[src/rtl/wb_pipe_master_if.sv]
// Bundle of the core-side request/response handshake and the Wishbone B4 pipelined bus.
// Directions are named from the master's point of view.
interface wb_pipe_master_if #(
    parameter int ADDR_W = 32,
    parameter int DATA_W = 32
);
    logic              i_req_valid;
    logic              o_req_ready;
    logic              i_req_we;
    logic [ADDR_W-1:0] i_req_addr;
    logic [DATA_W-1:0] i_req_wdata;

    logic              o_rsp_valid;
    logic [DATA_W-1:0] o_rsp_rdata;
    logic              o_rsp_err;

    logic [ADDR_W-1:0] o_wb_addr;
    logic [DATA_W-1:0] o_wb_data;
    logic              o_wb_cyc;
    logic              o_wb_stb;
    logic              o_wb_we;
    logic [DATA_W-1:0] i_wb_data;
    logic              i_wb_ack;
    logic              i_wb_stall;

    modport master (
        input  i_req_valid, i_req_we, i_req_addr, i_req_wdata,
        input  i_wb_data, i_wb_ack, i_wb_stall,
        output o_req_ready, o_rsp_valid, o_rsp_rdata, o_rsp_err,
        output o_wb_addr, o_wb_data, o_wb_cyc, o_wb_stb, o_wb_we
    );

    modport slave (
        output i_req_valid, i_req_we, i_req_addr, i_req_wdata,
        output i_wb_data, i_wb_ack, i_wb_stall,
        input  o_req_ready, o_rsp_valid, o_rsp_rdata, o_rsp_err,
        input  o_wb_addr, o_wb_data, o_wb_cyc, o_wb_stb, o_wb_we
    );
endinterface

[src/rtl/wb_pipe_master.sv]
// Single-outstanding Wishbone B4 pipelined master: one request in, one bus cycle,
// one response pulse out, with an ack timeout so a dead slave cannot hang the core.
module wb_pipe_master #(
    parameter int ADDR_W  = 32,
    parameter int DATA_W  = 32,
    parameter int TIMEOUT = 16
) (
    input  logic                  i_clk,
    input  logic                  i_rst,
    wb_pipe_master_if.master      bus
);

    typedef enum logic [1:0] {IDLE, REQ, WAIT, RESP} state_t;

    localparam logic [7:0] TMO_LAST = 8'(TIMEOUT - 1);

    state_t            state;
    logic [7:0]        tmo_cnt;
    logic              req_ready;
    logic              rsp_valid;
    logic [DATA_W-1:0] rsp_rdata;
    logic              rsp_err;
    logic [ADDR_W-1:0] wb_addr;
    logic [DATA_W-1:0] wb_data;
    logic              wb_cyc;
    logic              wb_stb;
    logic              wb_we;
    logic              ack_taken;
    logic              tmo_hit;

    // An ack only counts in WAIT, or in REQ on the edge the strobe is accepted.
    assign ack_taken = bus.i_wb_ack && ((state == WAIT) || ((state == REQ) && !bus.i_wb_stall));
    assign tmo_hit   = (tmo_cnt == TMO_LAST);

    always_ff @(posedge i_clk or posedge i_rst) begin
        if (i_rst) begin
            state     <= IDLE;
            tmo_cnt   <= 8'd0;
            req_ready <= 1'b1;
            rsp_valid <= 1'b0;
            rsp_rdata <= '0;
            rsp_err   <= 1'b0;
            wb_addr   <= '0;
            wb_data   <= '0;
            wb_cyc    <= 1'b0;
            wb_stb    <= 1'b0;
            wb_we     <= 1'b0;
        end else begin
            rsp_valid <= 1'b0;
            unique case (state)
                IDLE: begin
                    if (bus.i_req_valid) begin
                        wb_addr   <= bus.i_req_addr;
                        wb_data   <= bus.i_req_wdata;
                        wb_we     <= bus.i_req_we;
                        wb_cyc    <= 1'b1;
                        wb_stb    <= 1'b1;
                        tmo_cnt   <= 8'd0;
                        req_ready <= 1'b0;
                        state     <= REQ;
                    end
                end
                REQ, WAIT: begin
                    // An ack on the final counted edge beats the timeout.
                    if (ack_taken) begin
                        wb_cyc    <= 1'b0;
                        wb_stb    <= 1'b0;
                        rsp_valid <= 1'b1;
                        rsp_err   <= 1'b0;
                        rsp_rdata <= wb_we ? '0 : bus.i_wb_data;
                        state     <= RESP;
                    end else if (tmo_hit) begin
                        wb_cyc    <= 1'b0;
                        wb_stb    <= 1'b0;
                        rsp_valid <= 1'b1;
                        rsp_err   <= 1'b1;
                        rsp_rdata <= '0;
                        state     <= RESP;
                    end else begin
                        tmo_cnt <= (tmo_cnt == 8'hFF) ? tmo_cnt : tmo_cnt + 8'd1;
                        if ((state == REQ) && !bus.i_wb_stall) begin
                            wb_stb <= 1'b0;
                            state  <= WAIT;
                        end
                    end
                end
                RESP: begin
                    req_ready <= 1'b1;
                    state     <= IDLE;
                end
                default: state <= IDLE;
            endcase
        end
    end

    assign bus.o_req_ready = req_ready;
    assign bus.o_rsp_valid = rsp_valid;
    assign bus.o_rsp_rdata = rsp_rdata;
    assign bus.o_rsp_err   = rsp_err;
    assign bus.o_wb_addr   = wb_addr;
    assign bus.o_wb_data   = wb_data;
    assign bus.o_wb_cyc    = wb_cyc;
    assign bus.o_wb_stb    = wb_stb;
    assign bus.o_wb_we     = wb_we;

endmodule
[src/flat_wrapper.sv]
// flat-port wrapper written by rule: the top's interface ports become plain ports
module wb_pipe_master_flat 
#(
    parameter int ADDR_W  = 32,
    parameter int DATA_W  = 32,
    parameter int TIMEOUT = 16
)
  (i_clk, i_rst, bus_i_req_valid, bus_i_req_we, bus_i_req_addr, bus_i_req_wdata, bus_i_wb_data, bus_i_wb_ack, bus_i_wb_stall, bus_o_req_ready, bus_o_rsp_valid, bus_o_rsp_rdata, bus_o_rsp_err, bus_o_wb_addr, bus_o_wb_data, bus_o_wb_cyc, bus_o_wb_stb, bus_o_wb_we);
  wb_pipe_master_if #(.ADDR_W(ADDR_W), .DATA_W(DATA_W)) bus_i ();
  input  logic i_clk;
  input  logic i_rst;
  input wire logic [$bits(bus_i.i_req_valid)-1:0] bus_i_req_valid;
  input wire logic [$bits(bus_i.i_req_we)-1:0] bus_i_req_we;
  input wire logic [$bits(bus_i.i_req_addr)-1:0] bus_i_req_addr;
  input wire logic [$bits(bus_i.i_req_wdata)-1:0] bus_i_req_wdata;
  input wire logic [$bits(bus_i.i_wb_data)-1:0] bus_i_wb_data;
  input wire logic [$bits(bus_i.i_wb_ack)-1:0] bus_i_wb_ack;
  input wire logic [$bits(bus_i.i_wb_stall)-1:0] bus_i_wb_stall;
  output wire logic [$bits(bus_i.o_req_ready)-1:0] bus_o_req_ready;
  output wire logic [$bits(bus_i.o_rsp_valid)-1:0] bus_o_rsp_valid;
  output wire logic [$bits(bus_i.o_rsp_rdata)-1:0] bus_o_rsp_rdata;
  output wire logic [$bits(bus_i.o_rsp_err)-1:0] bus_o_rsp_err;
  output wire logic [$bits(bus_i.o_wb_addr)-1:0] bus_o_wb_addr;
  output wire logic [$bits(bus_i.o_wb_data)-1:0] bus_o_wb_data;
  output wire logic [$bits(bus_i.o_wb_cyc)-1:0] bus_o_wb_cyc;
  output wire logic [$bits(bus_i.o_wb_stb)-1:0] bus_o_wb_stb;
  output wire logic [$bits(bus_i.o_wb_we)-1:0] bus_o_wb_we;
  assign bus_i.i_req_valid = bus_i_req_valid;
  assign bus_i.i_req_we = bus_i_req_we;
  assign bus_i.i_req_addr = bus_i_req_addr;
  assign bus_i.i_req_wdata = bus_i_req_wdata;
  assign bus_i.i_wb_data = bus_i_wb_data;
  assign bus_i.i_wb_ack = bus_i_wb_ack;
  assign bus_i.i_wb_stall = bus_i_wb_stall;
  assign bus_o_req_ready = bus_i.o_req_ready;
  assign bus_o_rsp_valid = bus_i.o_rsp_valid;
  assign bus_o_rsp_rdata = bus_i.o_rsp_rdata;
  assign bus_o_rsp_err = bus_i.o_rsp_err;
  assign bus_o_wb_addr = bus_i.o_wb_addr;
  assign bus_o_wb_data = bus_i.o_wb_data;
  assign bus_o_wb_cyc = bus_i.o_wb_cyc;
  assign bus_o_wb_stb = bus_i.o_wb_stb;
  assign bus_o_wb_we = bus_i.o_wb_we;
  wb_pipe_master #(.ADDR_W(ADDR_W), .DATA_W(DATA_W), .TIMEOUT(TIMEOUT)) u_core (.i_clk(i_clk), .i_rst(i_rst), .bus(bus_i));
endmodule
[config.mk]
export PLATFORM = sky130hd
export DESIGN_NAME = wb_pipe_master_flat
export DESIGN_NICKNAME = d
export VERILOG_FILES = /design/src/rtl/wb_pipe_master_if.sv /design/src/rtl/wb_pipe_master.sv /design/src/flat_wrapper.sv
export SDC_FILE = /design/constraint.sdc
export NUM_CORES = 1
export LEC_CHECK = 0
export CORE_MARGIN = 3
export CORE_UTILIZATION = 46
export DETAILED_ROUTE_END_ITERATION = 6
export PLACE_DENSITY = 0.86
export SLEW_MARGIN = 10
export SYNTH_ARGS = -nofsm -noshare
export SYNTH_HDL_FRONTEND = slang
export SYNTH_SLANG_ARGS = --single-unit
[constraint.sdc]
create_clock -name i_clk -period 5.7 [get_ports i_clk]
set_input_delay 1.14 -clock i_clk [delete_from_list [all_inputs] [get_ports i_clk]]
set_output_delay 1.14 -clock i_clk [all_outputs]
set_load 0.03 [all_outputs]
==> reports/qor.yml, run 1 <==
placement:
  gp_congestion: 0.824
  io_buffers: 203
  placed_cell_area_mm2: 0.00688
  dp_hpwl_mm: 9.46
  placed_cells: 693
cells_and_area:
  final_area_mm2: 0.00707
  drive_above_1_share_pct: 16.0
  instances_no_fill: 708
  area_delta_synth_final_pct: 48.9
  fillers: 689
  diodes: 0
  final_nets: 678
synth:
  yosys.area_share.xor_xnor_pct: 0
  synthArstFlopShare_pct: 100
  synth_cells: 375
  syn-cell-area_mm2: 0.00475
  synth_edf_count: 0
  ys.flop_type: "dfrtp_1"
  synth_seq_cells: 112
  yosysMostFrequentCell: "dfrtp_1"
  yosysTopAreaCell: "dfrtp_1"
  synthTopCellsByCount: "dfrtp_1, mux2_2, inv_1"
  synth.area.top_cells: "dfrtp_1, mux2_2, nand4b_1, o21ai_0, inv_1"
  synth_warnings: 0
  yosys.area_share.adder_pct: 1.32
  synth_top_cell_area_share_pct: 58.5
  synth-simple-area-share_pct: 9.85
  synth-compound-area-share_pct: 8.35
  synthMuxAreaShare_pct: 16.2
  synth.distinct_cells: 42
  synth_nets: 482
  synth_top_family_by_area: "multiplexers"
  syn_area_per_cell_um2: 12.7
  yosysSeqAreaShare_pct: 59.0
status:
  outcome: "finished clean"
drt:
  drc: 0
  num_vias: 3787
  drtPass1Iterations: 4
  wire_per_inst_um: 18.6
  drt_iter0_markers: 226
  antenna_left: 0
  via_per_inst: 5.35
  routed_wl_mm: 13.2
timing:
  hold_violations: 0
  period_share_pct: 57.1
  finClkSkew_ps: 10.4
  tightest_slew_ps: 1210
  finalMaxSlewViolations: 0
  fin_hold_ws_ps: 511
  post-route-min-period_ps: 3260
  relSlewSlack_pct: 19.0
  grt_setup_unrepaired: "false"
  tns_ps: 0
  fmax_mhz: 307
  setup_violations: 0
cts:
  cts_buffers: 9
  cts_tree: "yes"
  ctsHoldBuffers: 0
  clkLatencyLatePin_ps: 360
  clkSinkCount: 112
  cts_resized: 0
  clk_pin_slew_worst_paths_ps: 100
  cts.htree.levels: 3
  cts_buffer_depth: 2
  root_buffer: "clkbuf_8"
  post_cts_buffers: 0
power:
  p_per_area_mw_per_mm2: 621
  p_leak_nw: 2.92
  vdd_drop_max_mv: 0.484
  power_mw: 4.40
hold_path:
  whs_endpoint: "u_core.bus.o_rsp_err"
  min_from: "u_core.bus.o_rsp_err"
  hold_path_depth: 1
  hp-class: "flip-flop to flip-flop"
setup_path:
  cp_slowest_cell: "dfrtp_1"
  critPathTopFamily: "flip-flops"
  reg2reg_depth: 6
  slowest_delay_ps: 940
  path_buf_inv: 1
  worstSetupPathType: "flip-flop to output pin"
  path_depth: 1
  r2r_start: "u_core.state[0]"
  r2r_slack_ps: 3130
  r2r-end: "u_core.bus.o_rsp_rdata[21]"
  crit_path_end_kind: "output pin"
  cp_max_fo: 34
  path_cells: "clkdlybuf4s50_1"
  required_ps: 4560
  cp.arrival_ps: 2120
  cp-start-kind: "flip-flop"
run:
  maxCapViolations: 0
die:
  dieArea_mm2: 0.0116
  start_util_pct: 48.0
  placementRows: 36
  core_area_mm2: 0.00991
  die_height_um: 108
  die_width_um: 108
  ioPinCount: 204
global_route:
  grt_usage_pct: 22.1
  grt_max_degree: 86
  grt.overflow.total: 0
  grt_pass1_wl_mm: 20.1
  grt_pass1_vias: 3912
  antenna_found_initial: 0
## cell type report
cell class                 count  area (um2)  area share [%]
sequential                   112        2800            39.6
timing repair buffer         206        2050            29.0
multi-input combinational    202        1700            24.1
tap                          133         166            2.35
inverter                      40         153            2.16
clock buffer                   9         124            1.75
clock inverter                 6        71.3            1.01
## how the worst max path moves through the flow
stage	from	slack, ps	to
after floorplan	i_rst	1600	u_core.bus.o_rsp_err
after global placement	bus_i_req_valid	2440	u_core.bus.o_wb_we
after detailed placement	bus_i_req_valid	2370	u_core.bus.o_wb_data[14]
after CTS	u_core.bus.o_wb_we	2460	bus_o_wb_we
after global routing	u_core.bus.o_wb_we	2350	bus_o_wb_we
final	u_core.bus.o_wb_we	2440	bus_o_wb_we
## state kept, by name (all words and copies together), names as in the netlist
register	cells
u_core.bus.o_rsp_rdata	32
u_core.bus.o_wb_addr	32
u_core.bus.o_wb_data	32
u_core.tmo_cnt	8
u_core.state	2
u_core.bus.o_req_ready	1
u_core.bus.o_rsp_err	1
u_core.bus.o_rsp_valid	1
u_core.bus.o_wb_cyc	1
u_core.bus.o_wb_stb	1
u_core.bus.o_wb_we	1
## where the power goes
group	switching, mW	total, mW	internal, mW
clock network	0.268	0.471	0.203
registers	0.247	1.43	1.18
logic	1.40	2.50	1.09
## cell families after synthesis
family	after synthesis
compound gates	63
fa+ha+maj	5
buf+inv	61
flops	112
mux	69
simple gates	65
## placed cells by master, fill, tap and decap left out, drive strengths merged, types with 2 or more instances in the layout
cell and n:
nand2 7, nand3 4, nor3 3, inv 40, clkinv 3, clkdlybuf4s50 203
ha 5, mux2i 4, o31ai 2, a31oi 7, clkinvlp 2, o221ai 3
nor2 4, nand2b 2, clkbuf 9, nand4 3, a21oi 3, o21ai 36
dfrtp 111, nor2b 2, and3 2, o21a 3, or3 2, nand4b 32
buf 3, mux2 65
## layer usage
layer / share of wire (%) / global-route usage [%] / vias to the layer above
met2: 51 / 37.8 / 175
met3: 6.7 / 4.38 / 25
met4: 2.9 / 9.20 / 0
met5: 0 / 0 / -
met1: 39 / 27.5 / 1861
li1: - / - / 1726
## through the flow
stage / worst slack, ps / util [%]
2_1_floorplan: 1600 / -
3_3_place_gp: 2440 / 69.4
3_5_place_dp: 2370 / 69.4
4_1_cts: 2460 / 71.4
5_1_grt: 2350 / 71.4
6_report: 2440 / 71.4
Note: power is estimated with default switching activity, not from simulation.
==> inputs of run 2 (changes only) <==
- CORE_UTILIZATION: 46 -> 38
- PLACE_DENSITY: 0.86 -> 0.76
- clock period: 5.7 -> 2.65 ns (I/O delays scaled with it)
==> reports/qor.yml, run 2 (synthesis results as in run 1) <==
cts:
  ctsHoldBuffers: 0
  clkSinkCount: 112
  cts_resized: 0
  cts_buffer_depth: 2
  cts.htree.levels: 3
  cts_tree: "yes"
  post_cts_buffers: 0
  clk_pin_slew_worst_paths_ps: 70
  clkLatencyLatePin_ps: 340
  cts_buffers: 9
  root_buffer: "clkbuf_16"
timing:
  relSlewSlack_pct: 58.4
  hold_violations: 0
  tightest_slew_ps: 623
  finalMaxSlewViolations: 0
  period_share_pct: 87.3
  grt_setup_unrepaired: "false"
  post-route-min-period_ps: 2310
  fin_hold_ws_ps: 504
  tns_ps: 0
  finClkSkew_ps: 10.9
  setup_violations: 0
  fmax_mhz: 432
cells_and_area:
  layout_commonest_cell: "clkdlybuf4s50_1"
  diodes: 0
  seq_area_mm2: 0.00280
  area_delta_synth_final_pct: 54.6
  final_nets: 687
  multi_input_area_mm2: 0.00170
  instances_no_fill: 753
  postLayoutCoreUtil_pct: 60.6
  drive_above_1_share_pct: 17.4
  mostFrequentLayoutCells: "clkdlybuf4s50_1, dfrtp_1, mux2_2"
  fillers: 992
  final_area_mm2: 0.00734
die:
  placementRows: 40
  die_width_um: 118
  start_util_pct: 39.2
  dieArea_mm2: 0.0139
  ioPinCount: 204
  core_area_mm2: 0.0121
  die_height_um: 118
setup_path:
  cp-start-kind: "flip-flop"
  r2r_start: "u_core.state[0]"
  worstSetupPathType: "flip-flop to flip-flop"
  cp.arrival_ps: 2540
  r2r-end: "u_core.tmo_cnt[2]"
  reg2reg_depth: 6
  r2r_slack_ps: 340
  cp_max_fo: 14
  required_ps: 2870
  crit_path_end_kind: "flip-flop"
drt:
  drtPass1Iterations: 4
  num_vias: 3713
  drc: 0
  drt_iter0_markers: 296
  routed_wl_mm: 12.7
  via_per_inst: 4.93
  wire_per_inst_um: 16.9
  antenna_left: 0
placement:
  placed_cells: 737
  placed_cell_area_mm2: 0.00704
  dp_hpwl_mm: 9.48
  io_buffers: 203
  gp_congestion: 0.860
hold_path:
  hp-class: "flip-flop to flip-flop"
  whs_endpoint: "u_core.bus.o_req_ready"
  min_from: "u_core.bus.o_req_ready"
  hold_path_depth: 2
power:
  p_leak_nw: 3.04
  p_per_area_mw_per_mm2: 1350
  vdd_drop_max_mv: 0.673
global_route:
  grt.overflow.total: 0
  grt_usage_pct: 18.2
  grt_pass1_vias: 3943
  grt_max_degree: 40
  grt_pass1_wl_mm: 20.8
  antenna_found_initial: 0
run:
  maxCapViolations: 0
status:
  outcome: "finished clean"
run 2: cell types whose count changed in the layout (fill, tap and decap cells not counted), sizes merged:
| cell | change |
|---|---|
| buf | +9 |
| clkinvlp | -1 |
| inv | +2 |
run 2: how the worst max path moves through the flow:
stage	startpoint	to	slack (ps)	depth (start not counted)
detailed placement	bus_i_req_valid	u_core.tmo_cnt[2]	390	5
floorplan	i_rst	u_core.bus.o_rsp_err	760	1
CTS	u_core.state[0]	u_core.tmo_cnt[2]	350	6
finish	u_core.state[0]	u_core.tmo_cnt[2]	340	6
global route	u_core.state[0]	u_core.tmo_cnt[2]	120	6
global placement	bus_i_wb_stall	u_core.bus.o_rsp_rdata[23]	480	6
run 2: layer usage:
layer  vias to the layer above  routed length (um)  track usage (%)
li1                       1749                   -                -
met1                      1803                5400             23.1
met2                       149                6200             30.0
met3                        12                1000             6.34
met4                         0                 142             4.62
met5                         -                   0                0
run 2: per-stage QoR:
step                total power, mW  worst slack [ps]
floorplan                      6.26               763
global placement               8.40               481
detailed placement             8.56               389
CTS                            9.98               350
global route                   10.4               115
finish                         9.88               336
run 2: power breakdown:
group / switching, mW / internal [mW]
Sequential: 0.469 / 2.54
Clock: 0.633 / 0.746
Combinational: 3.06 / 2.43
run 2: final cells by class:
type                       instances  area share, %
clock inverter                     7           1.06
inverter                          40           2.10
sequential                       112           38.2
tap                              168           2.86
timing repair buffer             215           29.6
multi-input combinational        202           23.2
clock buffer                       9           3.07
run 2: critical path: stages (launching register included):
cell and delay, ps:
dfrtp_1 420, inv_1 90, ha_1 590, mux2i_1 230
a31oi_1 390, nand2_1 190, o311ai_1 290
==> inputs of run 3 (changes only) <==
- RECOVER_POWER: not set -> 50
==> reports/qor.yml, run 3 (synthesis results as in run 1) <==
global_route:
  grt_pass1_vias: 3943
  grt_usage_pct: 18.2
  grt.overflow.total: 0
  grt_max_degree: 40
  antenna_found_initial: 0
  grt_pass1_wl_mm: 20.8
placement:
  gp_congestion: 0.860
  dp_hpwl_mm: 9.48
  pre_cts_ws_ps: 389
  placed_cell_area_mm2: 0.00704
  placed_cells: 737
  io_buffers: 203
die:
  core_area_mm2: 0.0121
  start_util_pct: 39.2
  die_width_um: 118
  die_height_um: 118
  placementRows: 40
  ioPinCount: 204
  dieArea_mm2: 0.0139
drt:
  via_per_inst: 4.93
  drt_iter0_markers: 271
  num_vias: 3709
  drc: 0
  antenna_left: 0
  routed_wl_mm: 12.7
  wire_per_inst_um: 16.9
  drtPass1Iterations: 5
cells_and_area:
  area_delta_synth_final_pct: 53.8
  mostFrequentLayoutCells: "clkdlybuf4s50_1, dfrtp_1, mux2_2"
  instances_no_fill: 753
  drive_above_1_share_pct: 16.6
  final_area_mm2: 0.00731
  diodes: 0
  layout_commonest_cell: "clkdlybuf4s50_1"
  final_nets: 687
  postLayoutCoreUtil_pct: 60.4
setup_path:
  r2r_slack_ps: 350
  worstSetupPathType: "flip-flop to flip-flop"
  cp-start-kind: "flip-flop"
  cp_max_fo: 14
  critPathTopFamily: "compound AO/OA/AOI/OAI gates"
  path_cells: "inv_1 -> ha_1 -> mux2i_1 -> a31oi_1 -> nand2_1 -> o311ai_1"
  slowest_delay_ps: 590
  required_ps: 2880
  cp.arrival_ps: 2530
  cp_slowest_cell: "ha_1"
  crit_path_end_kind: "flip-flop"
  path_buf_inv: 1
cts:
  post_cts_buffers: 0
  cts.htree.levels: 3
  clkSinkCount: 112
  cts_buffers: 9
  cts_resized: 0
  ctsHoldBuffers: 0
  cts_buffer_depth: 2
  root_buffer: "clkbuf_16"
  clkLatencyLatePin_ps: 340
  cts_tree: "yes"
  clk_pin_slew_worst_paths_ps: 70
timing:
  tns_ps: 0
  post-route-min-period_ps: 2300
  fmax_mhz: 434
  fin_hold_ws_ps: 502
  finalMaxSlewViolations: 0
  grt_setup_unrepaired: "false"
  relSlewSlack_pct: 19.4
  setup_ws_ps: 347
  hold_violations: 0
  setup_violations: 0
  tightest_slew_ps: 1200
  period_share_pct: 86.9
  finClkSkew_ps: 11.1
power:
  p_per_area_mw_per_mm2: 1340
  power_mw: 9.78
  p_leak_nw: 3.04
  vdd_drop_max_mv: 0.668
hold_path:
  hp-class: "flip-flop to flip-flop"
run:
  maxCapViolations: 0
status:
  outcome: "finished clean"
==> run 3: worst paths after layout <==
kind / start / end / cells after the start
max reg2reg: u_core.state[0] / u_core.tmo_cnt[2] / 6
max in group asynchronous: i_rst / u_core.bus.o_wb_data[13] / 3
min reg2reg: u_core.bus.o_rsp_err / u_core.bus.o_rsp_err / 1
min in group asynchronous: i_rst / u_core.bus.o_wb_data[21] / 2
min: u_core.bus.o_rsp_err / u_core.bus.o_rsp_err / 1
max: u_core.state[0] / u_core.tmo_cnt[2] / 6
==> run 3: layer usage <==
metal,wire (um),global-route usage [%]
met1,5410,23.1
met2,6180,30.0
met3,979,6.34
met4,142,4.62
met5,0,0
==> run 3: worst register-to-register path, delay by kind of cell, from the launching register on <==
kind | cells | cell delay (ps)
buffers and inverters | 1 | 90
AOI/OAI and AO/OA | 2 | 680
DFF | 1 | 410
adders and majority gates | 1 | 590
and+or+nand+nor | 1 | 190
muxes | 1 | 230
==> run 3: cell type report <==
type,instances,area (um2)
inverter,40,151
fill,993,4800
multi-input combinational,202,1700
clock inverter,7,77.6
timing repair buffer,215,2140
clock buffer,9,225
sequential,112,2800
tap,168,210
==> run 3: power by group <==
group | total, mW | internal [mW] | switching [mW]
Combinational | 5.40 | 2.34 | 3.05
Clock | 1.38 | 0.746 | 0.631
Sequential | 3.00 | 2.54 | 0.459
